<file path="config.mk">
export PLATFORM = sky130hd
export DESIGN_NAME = reg_sequencer
export DESIGN_NICKNAME = d
export VERILOG_FILES = /design/src/rtl/reg_seq_pkg.sv /design/src/rtl/reg_seq_stepper.sv /design/src/rtl/reg_sequencer.sv
export SDC_FILE = /design/constraint.sdc
export NUM_CORES = 1
export LEC_CHECK = 0
export CORE_MARGIN = 4
export CORE_UTILIZATION = 50
export CTS_BUF_LIST = sky130_fd_sc_hd__clkbuf_8 sky130_fd_sc_hd__clkbuf_16
export CTS_CLUSTER_DIAMETER = 120
export DETAILED_ROUTE_END_ITERATION = 10
export GPL_ROUTABILITY_DRIVEN = 1
export PLACE_DENSITY = 0.74
export SYNTH_ARGS = -nofsm -noshare
export SYNTH_HDL_FRONTEND = slang
export SYNTH_HIERARCHICAL = 1
export SYNTH_SLANG_ARGS = --single-unit
</file>
<file path="constraint.sdc">
create_clock -name clock -period 4.51 [get_ports clock]
set_input_delay 1.1275 -clock clock [delete_from_list [all_inputs] [get_ports clock]]
set_output_delay 1.1275 -clock clock [all_outputs]
set_load 0.01 [all_outputs]
</file>
<file path="src/rtl/reg_seq_pkg.sv">
// Shared state encoding and counter width for the register-number sequencer.
package reg_seq_pkg;

  localparam int CNT_W = 8;

  typedef enum logic [1:0] {
    S_IDLE  = 2'd0,
    S_START = 2'd1,
    S_RUN   = 2'd2,
    S_DONE  = 2'd3
  } state_e;

endpackage

</file>
<file path="src/rtl/reg_seq_stepper.sv">
// Latches direction/stride at sequence start, tracks the step count and
// produces the next register number plus its wrap (overflow) condition.
module reg_seq_stepper
  import reg_seq_pkg::*;
#(
  parameter int REG_W    = 5,
  parameter int START    = 8,
  parameter int STRIDE_W = 2
) (
  input  logic                clock,
  input  logic                reset,
  input  logic                load,
  input  logic                step,
  input  logic                direction,
  input  logic [STRIDE_W-1:0] stride,
  output logic [CNT_W-1:0]    cnt_o,
  output logic [REG_W-1:0]    regnum_nxt_o,
  output logic                ovf_nxt_o
);

  localparam int OFF_W = CNT_W + STRIDE_W;
  localparam int SUM_W = ((REG_W > OFF_W) ? REG_W : OFF_W) + 1;

  logic                dir_q;
  logic [STRIDE_W-1:0] s_q;
  logic [CNT_W-1:0]    cnt_q;

  logic                eff_dir;
  logic [STRIDE_W-1:0] eff_s;
  logic [CNT_W-1:0]    cnt_d;
  logic [OFF_W-1:0]    off;
  logic [SUM_W-1:0]    start_w;
  logic [SUM_W-1:0]    true_up;

  // On load the live inputs are used so the first RUN value needs no extra cycle.
  always_comb begin
    eff_dir = load ? direction : dir_q;
    eff_s   = load ? ((stride == '0) ? STRIDE_W'(1) : stride) : s_q;
    cnt_d   = load ? CNT_W'(1) : cnt_q + CNT_W'(1);
    off     = OFF_W'(cnt_d) * OFF_W'(eff_s);
    start_w = SUM_W'(START);
    true_up = start_w + SUM_W'(off);
    if (eff_dir) begin
      regnum_nxt_o = REG_W'(START) + REG_W'(off);
      ovf_nxt_o    = true_up > SUM_W'((1 << REG_W) - 1);
    end else begin
      regnum_nxt_o = REG_W'(START) - REG_W'(off);
      ovf_nxt_o    = SUM_W'(off) > start_w;
    end
  end

  always_ff @(posedge clock or negedge reset) begin
    if (!reset) begin
      dir_q <= 1'b0;
      s_q   <= '0;
      cnt_q <= '0;
    end else if (load) begin
      dir_q <= direction;
      s_q   <= eff_s;
      cnt_q <= cnt_d;
    end else if (step) begin
      cnt_q <= cnt_d;
    end
  end

  assign cnt_o = cnt_q;

endmodule

</file>
<file path="src/rtl/reg_sequencer.sv">
// Register-number sequencer: emits START, then STEPS strided numbers with wr_en, then done.
// Optional abort input enabled by defining REG_SEQ_ABORT_EN.
module reg_sequencer
  import reg_seq_pkg::*;
#(
  parameter int REG_W    = 5,
  parameter int START    = 8,
  parameter int STEPS    = 4,
  parameter int STRIDE_W = 2
) (
  input  logic                clock,
  input  logic                reset,
  input  logic                go,
`ifdef REG_SEQ_ABORT_EN
  input  logic                abort,
`endif
  input  logic                direction,
  input  logic [STRIDE_W-1:0] stride,
  output logic [REG_W-1:0]    regnum,
  output logic                wr_en,
  output logic                busy,
  output logic                done,
  output logic                overflow
);

  state_e             state_q;
  logic [REG_W-1:0]   regnum_q;
  logic               wr_en_q;
  logic               busy_q;
  logic               done_q;
  logic               overflow_q;

  logic               abort_w;
  logic               load;
  logic               step;
  logic               last_step;
  logic [CNT_W-1:0]   cnt;
  logic [REG_W-1:0]   regnum_nxt;
  logic               ovf_nxt;

`ifdef REG_SEQ_ABORT_EN
  assign abort_w = abort;
`else
  assign abort_w = 1'b0;
`endif

  assign last_step = (cnt == CNT_W'(STEPS));
  assign load      = (state_q == S_START) && !go && !abort_w;
  assign step      = (state_q == S_RUN) && !last_step && !abort_w;

  reg_seq_stepper #(
    .REG_W    (REG_W),
    .START    (START),
    .STRIDE_W (STRIDE_W)
  ) u_stepper (
    .clock        (clock),
    .reset        (reset),
    .load         (load),
    .step         (step),
    .direction    (direction),
    .stride       (stride),
    .cnt_o        (cnt),
    .regnum_nxt_o (regnum_nxt),
    .ovf_nxt_o    (ovf_nxt)
  );

  // Outputs are computed for the state being entered, so they are all registered.
  always_ff @(posedge clock or negedge reset) begin
    if (!reset) begin
      state_q    <= S_IDLE;
      regnum_q   <= '0;
      wr_en_q    <= 1'b0;
      busy_q     <= 1'b0;
      done_q     <= 1'b0;
      overflow_q <= 1'b0;
    end else begin
      case (state_q)
        S_IDLE, S_DONE: begin
          if (go) begin
            state_q    <= S_START;
            regnum_q   <= REG_W'(START);
            wr_en_q    <= 1'b1;
            busy_q     <= 1'b1;
            done_q     <= 1'b0;
            overflow_q <= 1'b0;
          end
        end
        S_START: begin
          if (abort_w) begin
            state_q    <= S_IDLE;
            regnum_q   <= '0;
            wr_en_q    <= 1'b0;
            busy_q     <= 1'b0;
            overflow_q <= 1'b0;
          end else if (!go) begin
            state_q    <= S_RUN;
            regnum_q   <= regnum_nxt;
            overflow_q <= ovf_nxt;
          end
        end
        S_RUN: begin
          if (abort_w) begin
            state_q    <= S_IDLE;
            regnum_q   <= '0;
            wr_en_q    <= 1'b0;
            busy_q     <= 1'b0;
            overflow_q <= 1'b0;
          end else if (last_step) begin
            state_q  <= S_DONE;
            regnum_q <= '0;
            wr_en_q  <= 1'b0;
            busy_q   <= 1'b0;
            done_q   <= 1'b1;
          end else begin
            regnum_q   <= regnum_nxt;
            overflow_q <= overflow_q | ovf_nxt;
          end
        end
        default: state_q <= S_IDLE;
      endcase
    end
  end

  assign regnum   = regnum_q;
  assign wr_en    = wr_en_q;
  assign busy     = busy_q;
  assign done     = done_q;
  assign overflow = overflow_q;

endmodule

</file>
Word level (Yosys, flattened, before mapping)
Index checks and enable logic that the tools add are counted.

Register bits after elaboration: 21. Input bits: 6. Output and inout bits: 9. Word-level logic and storage cells: 64.

$add $sub $neg: 4. $mul: 1. Magnitude comparators: 2. Equality and inequality tests: 8. Muxes and demuxes: 25. Bitwise operators: 2. Reduce and logical (&&, ||, !) cells: 14.

Operators by type and width (count): 8-bit 2-to-1 mux (3); 5-bit 2-to-1 mux (4); 5-bit one-hot mux with 3 select lines (1); 3-bit AND reduction (4); 4-bit by 10-bit adder with 11-bit output, first input constant (1); 11-bit by 5-bit > comparator with 1-bit output, second input constant (1); 10-bit by 4-bit > comparator with 1-bit output, second input constant (1); 8-bit by 2-bit multiplier with 10-bit output (1); 2-bit 2-to-1 mux (5); 8-bit by 1-bit adder with 8-bit output, second input constant (1); 8-bit by 3-bit == test with 1-bit output, second input constant (1); 1-bit 2-to-1 mux (8); 2-bit != test, second input constant (4); 2-bit one-hot mux with 3 select lines (1); 4-bit by 5-bit adder with 5-bit output, first input constant (1); 4-bit by 5-bit subtractor with 5-bit output, first input constant (1); 2-bit == test, second input constant (2); 2-bit logical NOT (2); 1-bit one-hot mux with 2 select lines (2); 2-bit nonzero test (2); 1-bit one-hot mux with 3 select lines (1); 2-bit by 1-bit == test with 1-bit output, second input constant (1); 1-bit logical AND (2); 1-bit logical NOT (2); other kinds (4) (4).

Depth between registers and ports, before layout
Gate-level depths: netlist of the first run.

Word-level depth: 10. Gate-level depth with buffers: 21. Mapped depth without buffers: 20.

Hierarchy
The synthesis of the first run kept the hierarchy.

Modules (own cells, without submodules): reg_seq_stepper (instances 1, cells each 155, area an instance 1203.7 µm², sequential area each 275.3 µm²); reg_sequencer (instances 1, cells each 70, area an instance 671.9 µm², sequential area each 250.2 µm²).

Least setup slack after synthesis of the first run
OpenSTA, ideal clock, no wires.

Path kind: input port to flip-flop. Start: input port go. End: register overflow_q (netlist: overflow). Setup time: 0.138 ns. Arrival time: 4.231 ns. Required time: 4.372 ns. Slack: 0.142 ns. Stages on the path: 18. Buffers on the path: 2. Cell sequence: clkbuf_1 nor2_1 clkbuf_1 nand2_1 a22oi_1 ha_1 inv_1 fa_1 xnor2_1 inv_1 ha_1 nand4b_1 a311oi_1 nor4_1 nand4_1 o21a_1 o32ai_1 a22oi_1.

Longest elaborated chain between the ends: 10. Elaborated cells between the ends (all ways): 17. Classes of those cells: add/sub (1); mul (1); order compare (2); eq/ne (2); mux (7); bitwise (1); reduce/logical (3).

Ends and longest elaborated chain: start, declared (RTL line reg_sequencer.sv:13) `input logic go,`; 1-bit logical NOT *; 1-bit logical AND * (RTL line reg_sequencer.sv:48) `assign load = (state_q == S_START) && !go && !abort_w;`; named net load (RTL line reg_sequencer.sv:34) `logic load;`; 8-bit 2-to-1 mux or 2-bit 2-to-1 mux (tied branches) (RTL line reg_seq_stepper.sv:39, reg_seq_stepper.sv:38); 8-bit by 2-bit multiplier with 10-bit output (RTL line reg_seq_stepper.sv:40) `off = OFF_W'(cnt_d) * OFF_W'(eff_s);`; 4-bit by 10-bit adder with 11-bit output (RTL line reg_seq_stepper.sv:42) `true_up = start_w + SUM_W'(off);`; 11-bit by 5-bit > comparator with 1-bit output (RTL line reg_seq_stepper.sv:45) `ovf_nxt_o = true_up > SUM_W'((1 << REG_W) - 1);`; 1-bit 2-to-1 mux * (RTL line reg_seq_stepper.sv:43) `if (eff_dir) begin`; named net ovf_nxt (RTL line reg_sequencer.sv:39) `logic ovf_nxt;`; 1-bit bitwise OR (RTL line reg_sequencer.sv:116) `overflow_q <= overflow_q | ovf_nxt;`; 1-bit 2-to-1 mux (RTL line reg_sequencer.sv:108) `end else if (last_step) begin`; 1-bit one-hot mux with 3 select lines * (RTL line reg_sequencer.sv:77) `case (state_q)`; end signal, assigned (RTL line reg_sequencer.sv:98) `overflow_q <= ovf_nxt;`; end signal, assigned (RTL line reg_sequencer.sv:116); end, declared (RTL line reg_sequencer.sv:31) `logic overflow_q;`.

Mark *: on every way through the listed nets, which the timed path passes. The rest lies on a longest branch. The select of a mux whose other input is x is not followed. A chain may end at the register's enable or synchronous reset.

Worst setup path in the final report of the first run
Same ends and word-level chain as after synthesis.

==> results of run 1 <==
-- final timing paths --
kind / startpoint / endpoint / slack (ns) / depth (start not counted)
setup / recovery: go / overflow / 0.1 / 18
max in group asynchronous: reset / u_stepper/cnt_o[6] / 2.54 / 1
hold reg to reg: regnum[4] / regnum[4] / 0.55 / 1
min in group asynchronous: reset / regnum[1] / 1.38 / 1
setup reg to reg: state_q[0] / overflow / 0.58 / 19
hold / removal: regnum[4] / regnum[4] / 0.55 / 1
-- logic make-up (layout without fill, tap and decap cells) --
| kind of cell | count (synthesis) | after routing | share of synthesized area (%) |
|---|---|---|---|
| multiplexers | 5 | 5 | 2.74 |
| buffers and inverters | 24 | 56 | 5.20 |
| XOR/XNOR | 17 | 17 | 7.94 |
| AND/OR/NAND/NOR | 90 | 90 | 25.1 |
| AO/OA/AOI/OAI | 53 | 53 | 20.5 |
| flip-flops | 21 | 21 | 28.0 |
| adder cells (fa/ha/maj) | 15 | 15 | 10.4 |
-- routing by layer --
layer	GRT usage, %	routed length [µm]
met2	31.4	2100
met4	1.95	38
met5	0	0
met1	26.4	2070
met3	4.06	153
-- cells in the mapped netlist, types with 5 or more instances --
cell type,instances,area share (%)
a21oi_1,13,3.5
clkbuf_1,7,1.4
dfrtp_1,21,28
ha_1,14,9.3
inv_1,13,2.6
nand2_1,27,5.4
nand2b_1,6,2.0
nor2_1,28,5.6
o21ai_0,5,1.3
xnor2_1,9,4.2
xor2_1,8,3.7
-- repair_timing --
action	in CTS	in global routing
buffers inserted	0	3
hold endpoints to repair	0	0
hold buffers	0	0
setup endpoints to repair	0	1
gates resized for setup	0	11
-- registers in the layout, indices dropped and copies added, names as in the netlist --
| name | flops |
|---|---|
| state_q | 2 |
| regnum | 5 |
| overflow | 1 |
| done | 1 |
| u_stepper/s_q | 2 |
| busy | 1 |
| u_stepper/dir_q | 1 |
| u_stepper/cnt_o | 8 |
-- power by group --
group | switching (µW) | total [µW] | internal (µW)
combinational | 460 | 857 | 397
clock | 62.6 | 124 | 61.7
sequential | 61.5 | 306 | 244
-- critical path: stages --
cell,delay [ns]
clkdlybuf4s50_1,0.48
nor2_1,0.05
buf_4,0.16
inv_1,0.13
nand2_1,0.12
a22oi_2,0.14
ha_2,0.20
inv_1,0.05
fa_2,0.36
xnor2_2,0.16
buf_4,0.15
ha_1,0.31
a311oi_2,0.12
nor4_2,0.30
nand4_1,0.19
o21a_1,0.23
o32ai_2,0.19
a22oi_1,0.09
-- cell type report --
class	count	area (µm²)
repair buffers	37	313
inverters	15	56.3
flip-flops and latches	21	526
clock inverters	1	5.00
clock buffers	3	41.3
fillers	310	1160
multi-input cells	180	1310
well taps	46	57.6
-- stage by stage --
step / cell area [µm²] / cells / TNS (ns)
final: 2310 / 303 / 0
after global routing: 2310 / 303 / -0.0153
after CTS: 2230 / 300 / 0
after detailed placement: 2180 / 296 / -0.198
after global placement: 2180 / 296 / -0.144
after floorplan: 1880 / 225 / 0
==> impl_results.md, run 1 <==
- Worst-skew pair later-pin latency: 0.27 ns
- Placeable Area: 3470 µm²
- Worst hold slack: 0.550 ns
- Max Fclk: 0.227 GHz
- Asr flop ratio synth: 100%
- Required @ worst endpoint: 4.64 ns
- Routed len/inst: 14.4 µm
- Yosys Warn Count: 6
- Leak: 0.000999 µW
- Type of origin of the critical path: input pin
- CTS Sinks: 21
- Worst slack at placement: -0.171 ns
- Grt ovf: 0
- Max Buffers Root-to-Sink: 2
- Mapped Nets: 246
- Relative slew slack: 36.6%
- Worst path arrival time: 4.55 ns
- Total Routing Usage GR: 19.0%
- Tmin final: 4.41 ns
- Worst-Margin Slew: 0.948 ns
- Ant diodes: 0
- Final hold viol count: 0
- Synth Cell Area: 1880 µm²
- Critical path class: in2reg
- Share of layout cells above drive strength 1: 20.6%
- CTS Buf Count: 3
- Die area: 4790 µm²
- Slew Limit Fails: 0
- Final core utilization: 66.5%
- # setup viols final: 0
- P&R area growth vs syn: 23.0%
- ANT nets after route: 0
- Maximum vdd ir drop: 0.000306 V
- Syn Area/Cell: 8.34 µm²
- Clk_skew: 0.00599 ns
- Register area share after synthesis: 28.0%
- Antenna violations before repair: 0
- Most frequent cells in the layout: 27 x nor2_1, 27 x nand2_1, 23 x buf_4
- Detailed Routing Iterations Pass 1: 4
- WL final: 4360 µm
- Via count: 1747
- Synth Flop Type: dfrtp_1
- Total power: 1290 µW
- Final worst slack: 0.0977 ns
- H-tree levels: 1
- Worst-path clk slew: 0.08 ns
- Root buffer cell: clkbuf_8
- Max-Cap Viols: 0
- Chip Height: 69.2 µm
- Drt drc: 0
- Standard-cell row count: 21
- Netlist cell types: 51
- Routability Congestion: 0.831
- First-pass GRT wire length: 7670 µm
- Post-DP HPWL: 3260 µm
- #FFs+latches synth: 21
- Die X-Extent: 69.2 µm
- Crit-path max FO: 6
- Initial drt markers: 87
- Vias in the first global route: 1676
- Post-Synthesis Cells: 225
- Status: complete, no violations
- Via/cell ratio: 5.77
- Port Buffers: 14
- TritonCTS clock tree: yes
- Number of I/O pins: 15
- Largest net degree at the start of global routing: 22
- Power Dens Cells: 558 nW/µm²
- Post-route clock period utilization: 97.8%
- Type of the worst min-delay path: reg2reg
- Post-synth EDFFs: 0
- Setup crit end kind: flip-flop
- Nets: 279
- Initial core utilization: 54.1%
(Power assumes the default switching activity.)
==> inputs of run 2 (changes only) <==
- GPL_ROUTABILITY_DRIVEN: 1 -> default
==> results of run 2 <==
Final layout, timing and power as in run 1 (identical DEF).
